==> src/rtl/regfile_param_if.sv <==
// Bus bundle for regfile_param: write port, read ports and bulk-clear control/status.
interface regfile_param_if #(
   parameter int WIDTH = 64,
   parameter int DEPTH = 32,
   parameter int NREAD = 2
);
   localparam int AW = $clog2(DEPTH);

   logic                   RegWrite;
   logic [AW-1:0]          WriteRegister;
   logic [WIDTH-1:0]       WriteData;
   logic [NREAD*AW-1:0]    ReadRegister;
   logic [NREAD*WIDTH-1:0] ReadData;
   logic                   clear_req;
   logic                   clear_busy;
   logic                   wr_reject;

   modport master (
      output RegWrite, WriteRegister, WriteData, ReadRegister, clear_req,
      input  ReadData, clear_busy, wr_reject
   );

   modport slave (
      input  RegWrite, WriteRegister, WriteData, ReadRegister, clear_req,
      output ReadData, clear_busy, wr_reject
   );
endinterface

==> src/rtl/regfile_param.sv <==
// DEPTH x WIDTH register file, NREAD combinational read ports, one write port, hardwired-zero entry,
// sequential bulk clear. Define REGFILE_BYPASS_EN to forward same-cycle writes to the read ports.
module regfile_param #(
   parameter int WIDTH    = 64,
   parameter int DEPTH    = 32,
   parameter int NREAD    = 2,
   parameter int ZERO_REG = 31
) (
   input  logic            clk,
   input  logic            reset,
   regfile_param_if.slave  bus
);
   localparam int AW = $clog2(DEPTH);
   localparam bit ZERO_EN = (ZERO_REG >= 0) && (ZERO_REG < DEPTH);
   localparam logic [AW-1:0] ZERO_IDX = ZERO_EN ? AW'(ZERO_REG) : '0;
   localparam logic [AW-1:0] LAST_IDX = AW'(DEPTH - 1);

   typedef enum logic {IDLE, CLEAR} state_t;

   state_t                 state, state_nxt;
   logic [AW-1:0]          cnt, cnt_nxt;
   logic [WIDTH-1:0]       regs [DEPTH];
   logic                   busy;
   logic                   reject;
   logic                   wr_en;
   logic [NREAD*WIDTH-1:0] rd_bus;

   function automatic logic is_zero(input logic [AW-1:0] idx);
      return ZERO_EN && (idx == ZERO_IDX);
   endfunction

   assign busy  = (state == CLEAR);
   assign wr_en = bus.RegWrite && !busy && !is_zero(bus.WriteRegister);

   always_comb begin
      state_nxt = state;
      cnt_nxt   = cnt;
      case (state)
         IDLE: begin
            if (bus.clear_req) begin
               state_nxt = CLEAR;
               cnt_nxt   = '0;
            end
         end
         CLEAR: begin
            // Exit on the last entry so the counter never wraps on its own
            if (cnt == LAST_IDX) begin
               state_nxt = IDLE;
               cnt_nxt   = '0;
            end else begin
               cnt_nxt = cnt + 1'b1;
            end
         end
         default: begin
            state_nxt = IDLE;
            cnt_nxt   = '0;
         end
      endcase
   end

   always_ff @(posedge clk or negedge reset) begin
      if (!reset) begin
         state  <= IDLE;
         cnt    <= '0;
         reject <= 1'b0;
      end else begin
         state  <= state_nxt;
         cnt    <= cnt_nxt;
         reject <= bus.RegWrite && busy;
      end
   end

   always_ff @(posedge clk or negedge reset) begin
      if (!reset) begin
         for (int i = 0; i < DEPTH; i++) regs[i] <= '0;
      end else if (busy) begin
         regs[cnt] <= '0;
      end else if (wr_en) begin
         regs[bus.WriteRegister] <= bus.WriteData;
      end
   end

   always_comb begin
      logic [AW-1:0]    ridx;
      logic [WIDTH-1:0] rval;
      rd_bus = '0;
      for (int p = 0; p < NREAD; p++) begin
         ridx = bus.ReadRegister[p*AW +: AW];
         rval = regs[ridx];
         if (is_zero(ridx)) begin
            rval = '0;
`ifdef REGFILE_BYPASS_EN
         end else if (wr_en && (ridx == bus.WriteRegister)) begin
            // wr_en already excludes clear and the zero entry
            rval = bus.WriteData;
`endif
         end
         rd_bus[p*WIDTH +: WIDTH] = rval;
      end
   end

   assign bus.ReadData   = rd_bus;
   assign bus.clear_busy = busy;
   assign bus.wr_reject  = reject;
endmodule
==> src/flat_wrapper.sv <==
// flat-port wrapper written by rule: the top's interface ports become plain ports
module regfile_param_flat 
#(
   parameter int WIDTH    = 64,
   parameter int DEPTH    = 32,
   parameter int NREAD    = 2,
   parameter int ZERO_REG = 31
)
  (clk, reset, bus_RegWrite, bus_WriteRegister, bus_WriteData, bus_ReadRegister, bus_clear_req, bus_ReadData, bus_clear_busy, bus_wr_reject);
  regfile_param_if #(.WIDTH(WIDTH), .DEPTH(DEPTH), .NREAD(NREAD)) bus_i ();
  input  logic clk;
  input  logic reset;
  input wire logic [$bits(bus_i.RegWrite)-1:0] bus_RegWrite;
  input wire logic [$bits(bus_i.WriteRegister)-1:0] bus_WriteRegister;
  input wire logic [$bits(bus_i.WriteData)-1:0] bus_WriteData;
  input wire logic [$bits(bus_i.ReadRegister)-1:0] bus_ReadRegister;
  input wire logic [$bits(bus_i.clear_req)-1:0] bus_clear_req;
  output wire logic [$bits(bus_i.ReadData)-1:0] bus_ReadData;
  output wire logic [$bits(bus_i.clear_busy)-1:0] bus_clear_busy;
  output wire logic [$bits(bus_i.wr_reject)-1:0] bus_wr_reject;
  assign bus_i.RegWrite = bus_RegWrite;
  assign bus_i.WriteRegister = bus_WriteRegister;
  assign bus_i.WriteData = bus_WriteData;
  assign bus_i.ReadRegister = bus_ReadRegister;
  assign bus_i.clear_req = bus_clear_req;
  assign bus_ReadData = bus_i.ReadData;
  assign bus_clear_busy = bus_i.clear_busy;
  assign bus_wr_reject = bus_i.wr_reject;
  regfile_param #(.WIDTH(WIDTH), .DEPTH(DEPTH), .NREAD(NREAD), .ZERO_REG(ZERO_REG)) u_core (.clk(clk), .reset(reset), .bus(bus_i));
endmodule
==> config.mk <==
export PLATFORM = sky130hd
export DESIGN_NAME = regfile_param_flat
export DESIGN_NICKNAME = d
export VERILOG_FILES = /design/src/rtl/regfile_param_if.sv /design/src/rtl/regfile_param.sv /design/src/flat_wrapper.sv
export SDC_FILE = /design/constraint.sdc
export NUM_CORES = 2
export LEC_CHECK = 0
export BUFFER_PORTS_ARGS = -buffer_cell sky130_fd_sc_hd__buf_2
export CORE_MARGIN = 1
export CORE_UTILIZATION = 45
export CTS_CLUSTER_SIZE = 25
export DETAILED_ROUTE_END_ITERATION = 16
export GPL_TIMING_DRIVEN = 0
export HOLD_SLACK_MARGIN = 0.06
export MAX_ROUTING_LAYER = met4
export PLACE_DENSITY = 0.69
export SYNTH_ARGS = -nofsm -noshare
export SYNTH_HDL_FRONTEND = slang
export SYNTH_SLANG_ARGS = --single-unit
==> constraint.sdc <==
create_clock -name clk -period 2.29 [get_ports clk]
set_clock_uncertainty 0.15 [all_clocks]
set_input_delay 0 -clock clk [delete_from_list [all_inputs] [get_ports clk]]
set_output_delay 0 -clock clk [all_outputs]
set_load 0.02 [all_outputs]
-- Word-level counts from Yosys, hierarchy flattened
Index checks and enable logic that the tools add are counted.
Widths: inputs -> output; s select.
- $add $sub $neg: 1
- eq/ne operators: 5
- muxes and demuxes: 21
- reductions and logical operators: 8
- $lt $le $gt $ge: 6
- bitwise operators: 7
- operators with widths (cell ; count):
    $mux 2048 ; 2
    $and 2048x2048->2048 ; 1
    $bwmux 2048 ; 1
    $not 2048->2048 ; 1
    $bmux 64 s5 ; 2
    $demux 64 s5 ; 2
    $mux 64 ; 8
    $ge 6x6->1 const B ; 4
    $not 5->6 ; 4
    $eq 5x5->1 const B ; 4
    $lt 6x1->1 const B ; 2
    $mux 5 ; 2
    $pmux 5 s2 ; 1
    $add 5x1->5 const B ; 1
    $logic_and 1x1->1 ; 5
    $logic_not 1->1 ; 2
    $mux 1 ; 2
    $ne 2x2->1 const B ; 1
    $pmux 1 s2 ; 1
    $reduce_bool 2->1 ; 1
    $not 1->1 ; 1
- output and inout bits: 130
- register bits after elaboration: 2055
- logic and storage cells: 83

-- Logic depth before layout (Yosys ltp)
- word-level depth: 8
- mapped depth: 9
- depth with buffers taken out: 6

-- Worst setup path after synthesis
No wires, ideal clock.
- kind: reg-to-reg
- start point: register u_core.state, in the netlist u_core.bus.clear_busy
- end point: register u_core.regs[131] in the netlist's numbering
- cell stages (with the launch flop): 8
- arrival time: 1845 ps
- path slack: 174 ps
- library setup time: 121 ps
- cell sequence: dfrtp_1 -> buf_2 -> or3b_1 -> buf_2 -> a211oi_2 -> a21oi_1 -> clkbuf_1 -> a22o_1
- cells in the longest elaborated chain, start to end: 4
- elaborated cells between the ends (all ways): 5
- those cells by class: mux (1); reduce/logical (4)
- RTL lines (element ; line ; source):
    from (decl) ; regfile_param.sv:20 ; state_t state, state_nxt;
    from (signal assigned) ; regfile_param.sv:67 ; state <= state_nxt;
    $logic_not 1->1 ; regfile_param.sv:33 ; assign wr_en = bus.RegWrite && !busy && !is_zero(bus.WriteRegister);
    $logic_and 1x1->1 (2 in series) ; regfile_param.sv:33 ;
    $reduce_bool 2->1 (no source line) ; - ;
    to (signal, indexed assignment) ; regfile_param.sv:79 ; regs[bus.WriteRegister] <= bus.WriteData;
    to (decl) ; regfile_param.sv:22 ; logic [WIDTH-1:0] regs [DEPTH];
Several ways; a longest one is shown, not always the timed one.
A chain may end at the register's enable or synchronous reset.

-- Worst setup path after layout
- start point: input bus_ReadRegister[6]
- end point: output bus_ReadData[97]
- cells in the longest elaborated chain, start to end: 5
- elaborated cells between the ends (all ways): 6
- those cells by class: eq/ne (1); mux (4); bitwise (1)
- RTL lines (element ; line ; source):
    from (decl) ; flat_wrapper.sv:16 ; input wire logic [$bits(bus_i.ReadRegister)-1:0] bus_ReadRegister;
    $not 5->6 (not written as such) ; regfile_param.sv:89 ; rval = regs[ridx];
    $bmux 64 s5 ; regfile_param.sv:89 ;
    $mux 64 (not written as such) (2 in series) ; regfile_param.sv:89 ;
    $mux 64 * ; regfile_param.sv:90 ; if (is_zero(ridx)) begin
    to (decl) ; flat_wrapper.sv:18 ; output wire logic [$bits(bus_i.ReadData)-1:0] bus_ReadData;
Every way passes the cells marked *; elsewhere a longest branch is shown, timed or not. The select of a mux whose other input is x is not followed.

==> flow_summary.toml <==
[power_and_ir_drop]
power_density_mw_per_mm2 = 859
finalPower_mw = 107
leakagePower_nw = 54.4
peakVddDrop_v = 0.000787

[cts]
cts_htree_levels = 4
clockBufferDepth = 3
cts.clk_slew.worst_paths_ps = 60
worstSkewPairLatency_ps = 920
numCtsBuffers = 205
tritoncts = "built"
cts.sinks = 1991
root_buffer = "clkbuf_16"

[die]
io_pins = 213
dieHeight_um = 480
coreArea_mm2 = 0.226
start_util_pct = 45.5
rows = 174
dieArea_mm2 = 0.230
die_w_um = 480

[finish]
syn_to_final_growth_pct = 21.3
fin_util_pct = 55.1
final_common_cell = "dfrtp_1"
layout-drive-gt1-share_pct = 36.2
mostFrequentLayoutCells = "1987 x dfrtp_1, 1984 x a22o_1, 896 x mux4_2"
layout.nets = 8029

[yosys]
synth_xor_area_share_pct = 0.0171
syn-num-nets = 7303
synth_top_family_by_area = "multiplexers"
synthMuxAreaShare_pct = 23.5
yosys_warnings = 0
netlist_instances = 7215
ys_seq_area_share_pct = 48.6
synth_fa_ha_area_share_pct = 0.0610
ys_types = 44
yosys.area_share.simple_pct = 1.19
netlist_area_mm2 = 0.103
syn_area_per_cell_um2 = 14.2
synth_compound_area_share_pct = 21.8
ys_ff_latch = 1991

[placement]
io_buffers = 204
gp_congestion = 1.03
place_worst_setup_slack_ps = -1970
dpl.hpwl_um = 300000

[setup_path]
crit_required_ps = 2140
critPathCaptureType = "output pin"
worstPathArrival_ps = 2910
worstSetupPathType = "primary input to output pin"
worstPathMaxFanout = 11
cp-start-kind = "primary input"

[drt]
drt-vias-per-instance = 7.63
drc = 0
drt-pass1-iter-count = 8
num_vias = 85400
wirelength_um = 446000
drtIter0Drc = 13800
wl_per_cell_um = 39.8
ant_nets = 0

[grt]
antenna_found_initial = 52
grt_use_total_pct = 39.2
grt_pass1_vias = 83500
grt_pass1_wl_um = 626000
grt_max_degree = 172
overflow = 0

[worst_hold_path]
hp-class = "primary input to asynchronous set/reset pin"

[timing]
hold_ws_ps = -995
layout_setup_ws_ps = -769
max_freq_ghz = 0.327
finalSetupViolCount = 1503
period_minus_slack_ps = 3060
slew_viol_final = 0
rsz0062_at_grt = "yes"
worstMarginPinSlew_ps = 1080
fin_crit_sh_pct = 134
maxSlewHeadroom_pct = 28.2
timing_hold_violations_final = 837

[outcome]
status = "finished with violations"
violations = "hold timing, setup timing"

[job]
max_cap_viol_count = 0
path summary, 6_finish.rpt:
path                                             from                   end  slack [ps]  depth (start not counted)
worst max-delay path              bus_ReadRegister[6]      bus_ReadData[97]        -770                          9
worst min-delay path                            reset      u_core.regs[438]       -1000                          2
worst max register to register  u_core.bus.clear_busy      u_core.regs[965]        -120                          7
worst min register to register       u_core.regs[138]      u_core.regs[138]         350                          1
max in group asynchronous                       reset      u_core.regs[351]         510                          5
min in group clk                         bus_RegWrite  u_core.bus.wr_reject         100                          3
layer usage:
| layer | global-route usage [%] | vias to the layer above | routed length (um) |
|---|---|---|---|
| met5 | - | - | 0 |
| met3 | 18.2 | 1586 | 74000 |
| met4 | 23.9 | 0 | 33200 |
| met2 | 51.3 | 8256 | 183000 |
| met1 | 48.7 | 44400 | 156000 |
| li1 | - | 31200 | - |
critical path, stage by stage:
cell and delay (ps):
buf_6 300, buf_8 280, buf_8 280, buf_8 300, buf_6 270, mux4_2 350
o211ai_1 620, a31oi_4 230, buf_2 230
stage by stage:
stage          std cells  hold slack (ps)   TNS, ps  instance area (um^2)
4_1_cts            11100             -897    -71920                123000
6_report           11200             -995   -121270                124000
2_1_floorplan       7215             -446         0                103000
3_3_place_gp       10400              146         -                107000
3_5_place_dp       10500             14.1  -1719030                109000
5_1_grt            11200             -872    -90890                124000
flip-flops by register name, indices dropped and copies added (netlist names):
name / flops
u_core.regs: 1984
u_core.cnt: 5
u_core.bus.clear_busy: 1
u_core.bus.wr_reject: 1
power breakdown:
group          total [mW]  switching [mW]  internal [mW]
registers            45.1            4.60           40.5
logic                26.7            14.2           12.5
clock network        35.0            15.4           19.6
total                 107            34.2           72.6
cells by family after synthesis:
family	Yosys count
flops	1991
mux	1278
xor+xnor	2
simple gates	204
compound gates	2661
fa+ha+maj	5
buf+inv	1074
layout make-up:
cell class                 count  area (um^2)
timing repair buffer         539         5800
sequential                  1991        49800
tap                         2992         3740
fill                       17900       101000
antenna                       97          243
clock inverter                62          641
buffer                       985         6490
inverter                      69          259
multi-input combinational   4150        51300
clock buffer                 310         6130
Yosys cell counts, drive strengths merged:
| master | number | share of area [%] |
|---|---|---|
| dfrtp | 1991 | 49 |
| a22o | 1984 | 17 |
| mux4 | 896 | 20 |
| buf | 576 | 3.0 |
| clkbuf | 429 | 1.6 |
| mux2i | 256 | 2.5 |
| a21oi | 157 | 0.78 |
| a31oi | 128 | 0.78 |
| o211ai | 128 | 0.94 |
| o221ai | 128 | 1.1 |
| or2 | 128 | 0.78 |
| a221o | 126 | 1.2 |
| mux2 | 126 | 1.4 |
| inv | 69 | 0.25 |
| nor2 | 31 | 0.12 |
| and2 | 5 | 0.030 |
| and3 | 5 | 0.030 |
| ha | 5 | 0.061 |
| nand2 | 5 | 0.018 |
| nand2b | 4 | 0.024 |
| nor2b | 4 | 0.024 |
| nor3 | 4 | 0.020 |
| nand3 | 3 | 0.015 |
| nand4b | 3 | 0.026 |
| nand4bb | 3 | 0.033 |
| a211oi | 2 | 0.024 |
| a22oi | 2 | 0.015 |
| and4b | 2 | 0.020 |
| o21ai | 2 | 0.0098 |
| o31ai | 2 | 0.015 |
| o32ai | 2 | 0.017 |
| or3b | 2 | 0.017 |
| xnor2 | 2 | 0.017 |
| nand3b | 1 | 0.0073 |
| nand4 | 1 | 0.0061 |
| nor4 | 1 | 0.0061 |
| or3 | 1 | 0.0061 |
| or4b | 1 | 0.0098 |
repair_timing:
action / 4_1_cts / 5_1_grt
setup buffers: 115 / 33
pin swaps: 184 / 62
gates cloned: 1 / 11
hold buffers: 137 / 2
resized for setup: 1217 / 350
setup endpoints to repair: 2114 / 2363
hold endpoints to repair: 2929 / 550
(Power assumes the default switching activity.)
